### config.mk
export PLATFORM = sky130hd
export DESIGN_NAME = sata_txarb_flat
export DESIGN_NICKNAME = d
export VERILOG_FILES = /design/src/rtl/sata_txarb_if.sv /design/src/rtl/sata_txarb.sv /design/src/flat_wrapper.sv
export SDC_FILE = /design/constraint.sdc
export NUM_CORES = 1
export LEC_CHECK = 0
export CAP_MARGIN = 0
export CELL_PAD_IN_SITES_DETAIL_PLACEMENT = 1
export CELL_PAD_IN_SITES_GLOBAL_PLACEMENT = 2
export CORE_MARGIN = 10
export CORE_UTILIZATION = 19
export DETAILED_ROUTE_END_ITERATION = 12
export MAX_ROUTING_LAYER = met4
export PLACE_DENSITY = 0.75
export SLEW_MARGIN = 20
export SYNTH_ARGS = -nofsm -noshare
export SYNTH_HDL_FRONTEND = slang
export SYNTH_SLANG_ARGS = --single-unit
### constraint.sdc
create_clock -name i_clk -period 2.66 [get_ports i_clk]
set_clock_uncertainty 0.1 [all_clocks]
set_input_delay 0.798 -clock i_clk [delete_from_list [all_inputs] [get_ports i_clk]]
set_output_delay 0.798 -clock i_clk [all_outputs]
set_load 0.02 [all_outputs]
### src/rtl/sata_txarb_if.sv
// Bundle of the requester-side and link-side signals around the TX arbiter.
// The "master" modport is the arbiter's view and "slave" is the view of the
// surrounding requesters and link.
interface sata_txarb_if;
  logic        i_link_ready;
  logic [1:0]  s_valid;
  logic [1:0]  s_ready;
  logic [63:0] s_data;
  logic [1:0]  s_last;
  logic [1:0]  s_success;
  logic [1:0]  s_failed;
  logic        m_valid;
  logic        m_ready;
  logic [31:0] m_data;
  logic        m_last;
  logic        i_success;
  logic        i_failed;

  modport master (
    input  i_link_ready, s_valid, s_data, s_last, m_ready, i_success, i_failed,
    output s_ready, s_success, s_failed, m_valid, m_data, m_last
  );

  modport slave (
    output i_link_ready, s_valid, s_data, s_last, m_ready, i_success, i_failed,
    input  s_ready, s_success, s_failed, m_valid, m_data, m_last
  );
endinterface

### src/rtl/sata_txarb.sv
// Two-requester round-robin arbiter in front of the SATA link TX stream.
// A granted FIS is passed through with zero latency, then the arbiter waits
// for R_OK / R_ERR (or a timeout) and reports the result as a one-cycle pulse.
//
// state | meaning
// IDLE  | no owner; grant on link ready and any request, once no result pulse is pending
// SEND  | grantee's words pass straight through to the link
// WAIT  | FIS sent, waiting for link response or timeout
// FLUSH | FIS aborted, remaining words of the grantee are discarded
module sata_txarb #(
  parameter int LGTIMEOUT = 20
) (
  input  logic          i_clk,
  input  logic          i_reset,
  sata_txarb_if.master  bus,
  output logic          o_busy,
  output logic          o_grant
);

  typedef enum logic [1:0] {
    IDLE  = 2'd0,
    SEND  = 2'd1,
    WAIT  = 2'd2,
    FLUSH = 2'd3
  } state_t;

  state_t               state_q, state_d;
  logic                 grant_q, grant_d;
  logic                 last_q, last_d;
  logic [LGTIMEOUT-1:0] cnt_q, cnt_d;
  logic [1:0]           succ_q, succ_d;
  logic [1:0]           fail_q, fail_d;

  logic                 sel_valid;
  logic                 sel_last;
  logic [31:0]          sel_data;
  logic [1:0]           gmask;
  logic                 pick;
  logic                 abort_send;
  logic                 pulse_pending;
  logic [LGTIMEOUT-1:0] cnt_inc;

  logic [1:0]           s_ready_c;
  logic                 m_valid_c;
  logic                 m_last_c;

  // Select the current grantee's stream and precompute shared terms.
  always_comb begin
    sel_valid     = bus.s_valid[grant_q];
    sel_last      = bus.s_last[grant_q];
    sel_data      = grant_q ? bus.s_data[63:32] : bus.s_data[31:0];
    gmask         = grant_q ? 2'b10 : 2'b01;
    abort_send    = !bus.i_link_ready || bus.i_failed;
    pulse_pending = (succ_q != 2'b00) || (fail_q != 2'b00);
    // Saturating increment: the counter sticks at all-ones instead of wrapping.
    cnt_inc       = (cnt_q == '1) ? cnt_q : cnt_q + 1'b1;
    // Round-robin pick: a lone requester wins, a tie goes to the one not granted last.
    case (bus.s_valid)
      2'b01:   pick = 1'b0;
      2'b10:   pick = 1'b1;
      2'b11:   pick = ~last_q;
      default: pick = grant_q;
    endcase
  end

  // Next-state, stream steering and result-pulse decode.
  always_comb begin
    state_d   = state_q;
    grant_d   = grant_q;
    last_d    = last_q;
    cnt_d     = cnt_q;
    succ_d    = 2'b00;
    fail_d    = 2'b00;
    s_ready_c = 2'b00;
    m_valid_c = 1'b0;
    m_last_c  = 1'b0;

    unique case (state_q)
      IDLE: begin
        if (bus.i_link_ready && (bus.s_valid != 2'b00) && !pulse_pending) begin
          grant_d = pick;
          last_d  = pick;
          state_d = SEND;
        end
      end

      SEND: begin
        s_ready_c = gmask & {2{bus.m_ready}};
        if (abort_send) begin
          // A word accepted in this cycle is dropped; if it was the last one
          // nothing is left to flush.
          fail_d = gmask;
          if (sel_valid && sel_last && bus.m_ready)
            state_d = IDLE;
          else
            state_d = FLUSH;
        end else begin
          m_valid_c = sel_valid;
          m_last_c  = sel_last;
          if (sel_valid && bus.m_ready && sel_last) begin
            cnt_d   = '0;
            state_d = WAIT;
          end
        end
      end

      WAIT: begin
        cnt_d = cnt_inc;
        // Failure (including link drop and timeout) beats a simultaneous R_OK.
        if (bus.i_failed || !bus.i_link_ready || (cnt_inc == '1)) begin
          fail_d  = gmask;
          state_d = IDLE;
        end else if (bus.i_success) begin
          succ_d  = gmask;
          state_d = IDLE;
        end
      end

      FLUSH: begin
        s_ready_c = gmask;
        if (sel_valid && sel_last)
          state_d = IDLE;
      end

      default: state_d = IDLE;
    endcase
  end

  // State, grant, timeout counter and result pulse registers.
  always_ff @(posedge i_clk) begin
    if (i_reset) begin
      state_q <= IDLE;
      grant_q <= 1'b0;
      last_q  <= 1'b1;
      cnt_q   <= '0;
      succ_q  <= 2'b00;
      fail_q  <= 2'b00;
    end else begin
      state_q <= state_d;
      grant_q <= grant_d;
      last_q  <= last_d;
      cnt_q   <= cnt_d;
      succ_q  <= succ_d;
      fail_q  <= fail_d;
    end
  end

  assign bus.s_ready   = s_ready_c;
  assign bus.m_valid   = m_valid_c;
  assign bus.m_last    = m_last_c;
  assign bus.m_data    = sel_data;
  assign bus.s_success = succ_q;
  assign bus.s_failed  = fail_q;
  assign o_busy        = (state_q != IDLE);
  assign o_grant       = grant_q;

endmodule

### src/flat_wrapper.sv
// flat-port wrapper written by rule: the top's interface ports become plain ports
module sata_txarb_flat 
#(
  parameter int LGTIMEOUT = 20
)
  (i_clk, i_reset, o_busy, o_grant, bus_i_link_ready, bus_s_valid, bus_s_data, bus_s_last, bus_m_ready, bus_i_success, bus_i_failed, bus_s_ready, bus_s_success, bus_s_failed, bus_m_valid, bus_m_data, bus_m_last);
  sata_txarb_if bus_i ();
  input  logic i_clk;
  input  logic i_reset;
  output logic o_busy;
  output logic o_grant;
  input wire logic [$bits(bus_i.i_link_ready)-1:0] bus_i_link_ready;
  input wire logic [$bits(bus_i.s_valid)-1:0] bus_s_valid;
  input wire logic [$bits(bus_i.s_data)-1:0] bus_s_data;
  input wire logic [$bits(bus_i.s_last)-1:0] bus_s_last;
  input wire logic [$bits(bus_i.m_ready)-1:0] bus_m_ready;
  input wire logic [$bits(bus_i.i_success)-1:0] bus_i_success;
  input wire logic [$bits(bus_i.i_failed)-1:0] bus_i_failed;
  output wire logic [$bits(bus_i.s_ready)-1:0] bus_s_ready;
  output wire logic [$bits(bus_i.s_success)-1:0] bus_s_success;
  output wire logic [$bits(bus_i.s_failed)-1:0] bus_s_failed;
  output wire logic [$bits(bus_i.m_valid)-1:0] bus_m_valid;
  output wire logic [$bits(bus_i.m_data)-1:0] bus_m_data;
  output wire logic [$bits(bus_i.m_last)-1:0] bus_m_last;
  assign bus_i.i_link_ready = bus_i_link_ready;
  assign bus_i.s_valid = bus_s_valid;
  assign bus_i.s_data = bus_s_data;
  assign bus_i.s_last = bus_s_last;
  assign bus_i.m_ready = bus_m_ready;
  assign bus_i.i_success = bus_i_success;
  assign bus_i.i_failed = bus_i_failed;
  assign bus_s_ready = bus_i.s_ready;
  assign bus_s_success = bus_i.s_success;
  assign bus_s_failed = bus_i.s_failed;
  assign bus_m_valid = bus_i.m_valid;
  assign bus_m_data = bus_i.m_data;
  assign bus_m_last = bus_i.m_last;
  sata_txarb #(.LGTIMEOUT(LGTIMEOUT)) u_core (.i_clk(i_clk), .i_reset(i_reset), .bus(bus_i), .o_busy(o_busy), .o_grant(o_grant));
endmodule
==> flow_metrics.tcl <==
set metrics [dict create \
    rsz0062_at_grt "yes" \
    cpMaxStageDelayCell "clkdlybuf4s50_1" \
    cts.sinks 28 \
    viasPerCell 4.75 \
    critPathCaptureType "output pin" \
    power.density_nw_per_um2 352 \
    grt_start_max_net_pins 44 \
    worst_pin_slew_ns 0.501 \
    drt.antenna.violating_nets 0 \
    setup_ws_ns 0.0189 \
    cp_num_buf_inv 2 \
    cts-htree-levels 1 \
    place.gp.congestion 0.865 \
    wl_per_cell_um 18.1 \
    syn_avg_cell_area_um2 7.70 \
    reg2reg_from "u_core.cnt_q[0]" \
    min_period_ns 2.64 \
    max-vdd-ir-drop_uv 368 \
    worstSetupPathDepth 4 \
    required_ns 1.76 \
    clockBufferDepth 2 \
    start_util_pct 19.3 \
    p_sw_share_pct 32.5 \
    io_buffers 115 \
    power_frac_seq_pct 30.6 \
    crit_path_max_incr_delay_ns 0.42 \
    ys_seq_area_share_pct 24.4 \
    path_delay_family "buffers and inverters" \
    fin_cells 598 \
    dp_cells 588 \
    clk_pin_slew_ns 0.07 \
    antenna_found_initial 0 \
    rrSetupSlack_ns 0.14 \
    finalSetupViolations 0 \
    fin_crit_sh_pct 99.3 \
    power_uw 1420 \
    final_nets 532 \
    syn_to_final_growth_pct 76.4 \
    tns_ns 0 \
    ys_async_sr_fraction_pct 0 \
    reg2reg_depth 9 \
    dpl_cell_area_um2 3910 \
    slew_violations 0 \
    max_cap_violations 0 \
    drive_gt1_share_pct 33.0 \
    firstDrtPassIters 4 \
    grt_pass1_wl_um 16100 \
    path_class "primary input to output pin" \
    worstPathCellList "clkdlybuf4s50_1, a21oi_1, nor2_1, clkdlybuf4s15_2" \
    diodes 0 \
    synthesis.nets 378 \
    cp_max_fo 2 \
    final_cell_area_um2 4050 \
    insertion_delay_ns 0.27 \
    crit_end "bus_s_ready[0]" \
    critPathLaunch "bus_m_ready" \
    fmax_mhz 379 \
    grt_util_all_layers_pct 12.2 \
    combPwrFrac_pct 41.9 \
    p_sw_uw 463 \
    hold_buffers 0 \
    drc 0 \
    fp.coreArea_um2 11900 \
    synthCells 298 \
    synth_area_um2 2290 \
    ys_seq_elements 28 \
    row_count 40 \
    io_pins 116 \
    timing.rr.end "u_core.state_q[0]" \
    drt_iter0_drc 106 \
    min_path_type "flip-flop to flip-flop" \
    ys_warn_count 0 \
    cts_tree "built" \
    die_h_um 130 \
    cts-root-buf "clkbuf_16" \
    overflow 0 \
    synth_ff_type "dfxtp_1" \
    status "finished clean" \
    fp.dieArea_um2 16900 \
    dp_hpwl_um 9020 \
    vias 2838 \
    synth_cell_type_count 59 \
    relSlewSlack_pct 65.8 \
    grt_pass1_vias 2876 \
    p_clk_share_pct 27.5 \
    dp_slack_ns -0.531 \
    cp.arrival_ns 1.74 \
    min_delay_path_depth 2 \
    leakage_uw 0.00148 \
    die_w_um 130 \
    synth_enable_flop_cells 0 \
    hold_violations 0 \
    startpoint_type "primary input" \
    hp-start "u_core.cnt_q[15]" \
    numCtsBuffers 3 \
    p_int_uw 961 \
    drt_wl_total_um 10800 \
]
## final cells by class
class                      instances  area, um2
fill                            1449       7870
sequential                        28        563
timing repair buffer             166       1480
multi-input combinational        242       1690
tap                              147        184
clock buffer                       4       88.8
inverter                          11       41.3
## metal layers
layer / track usage (%) / up-vias / wire length [um]
met5: - / - / 0
li1: - / 1409 / -
met2: 22.2 / 80 / 5570
met3: 3.53 / 7 / 854
met4: 2.18 / 0 / 84
met1: 12.9 / 1342 / 4340
## power by group through the flow
stage / logic (uW) / registers (uW) / clock network [uW]
4_1_cts: 614 / 436 / 407
2_1_floorplan: 285 / 447 / 0
6_report: 597 / 436 / 391
3_5_place_dp: 617 / 446 / 0
3_3_place_gp: 607 / 445 / 0
5_1_grt: 649 / 437 / 417
## state kept, by name, summed over array words and instances (netlist names)
signal                flops
u_core.cnt_q             20
u_core.bus.s_failed       2
u_core.bus.s_success      2
u_core.state_q            2
u_core.last_q             1
u_core.o_grant            1
## how the worst min path moves through the flow
stage / end / slack [ns]
after floorplan: u_core.cnt_q[15] / 0.35
after global placement: u_core.cnt_q[15] / 0.38
after detailed placement: u_core.last_q / 0.40
after CTS: u_core.cnt_q[15] / 0.41
after global routing: u_core.cnt_q[15] / 0.42
final: u_core.cnt_q[15] / 0.41
## logic make-up (layout without fill, tap and decap cells)
kind of cell    Yosys count  in the layout  share of synthesized area (%)
xor+xnor                  2              2                          0.764
buf+inv                  28            181                           4.69
compound gates           77             77                           22.1
mux                      34             34                           16.6
flops                    28             28                           24.4
simple gates            123            123                           28.1
fa+ha+maj                 6              6                           3.27
## cells in the mapped netlist (3+ instances only)
| cell | count | area share [%] |
|---|---|---|
| nor2_1 | 24 | 3.9 |
| dfxtp_1 | 28 | 24 |
| a31oi_1 | 9 | 2.5 |
| nand3b_1 | 3 | 0.98 |
| buf_1 | 4 | 0.65 |
| inv_1 | 11 | 1.8 |
| nand4_1 | 5 | 1.4 |
| o21ai_0 | 11 | 2.4 |
| nand2b_1 | 3 | 0.82 |
| mux2_2 | 32 | 16 |
| nor4_1 | 4 | 1.1 |
| o211ai_1 | 3 | 0.98 |
| nand3_1 | 8 | 1.7 |
| nand2_1 | 36 | 5.9 |
| nor3_1 | 19 | 4.1 |
| clkbuf_1 | 11 | 1.8 |
| ha_1 | 6 | 3.3 |
| or3_1 | 3 | 0.82 |
| a21oi_1 | 28 | 6.1 |
## layout by cell type, fill, tap and decap left out, drive strengths merged, types with 3 or more instances in the layout
cell type       n
a21boi          3
a21oi          29
a31oi           9
buf            58
clkbuf         16
clkdlybuf4s15  17
clkdlybuf4s50  72
dfxtp          28
dlygate4sd2     5
ha              6
inv            11
mux2           32
nand2          36
nand2b          4
nand3          10
nand3b          3
nand4           7
nor2           24
nor3           20
nor4            4
o211ai          3
o21ai          11
or3             3
or4             3
## through the flow
stage	utilization [%]	hold WS, ns
finish	34.0	0.408
global route	34.0	0.424
global placement	32.8	0.379
CTS	34.0	0.408
floorplan	-	0.353
detailed placement	32.8	0.397
## worst register-to-register path, stage by stage (launching register included)
cell,delay [ns]
dfxtp_1,0.38
ha_4,0.17
nand3_4,0.10
or4_4,0.56
nand2b_4,0.22
a31oi_4,0.18
o2111a_2,0.27
a21o_4,0.15
a21oi_2,0.05
a311oi_1,0.25
## what timing repair did
| item | CTS | global route |
|---|---|---|
| buffers inserted | 3 | 3 |
| endpoints found under the hold margin | 0 | 0 |
| pin swaps | 7 | 7 |
| gates cloned | 0 | 0 |
| endpoints found under the setup margin | 43 | 26 |
| resized for setup | 106 | 28 |
No activity file was read; power rests on OpenSTA's default activity.
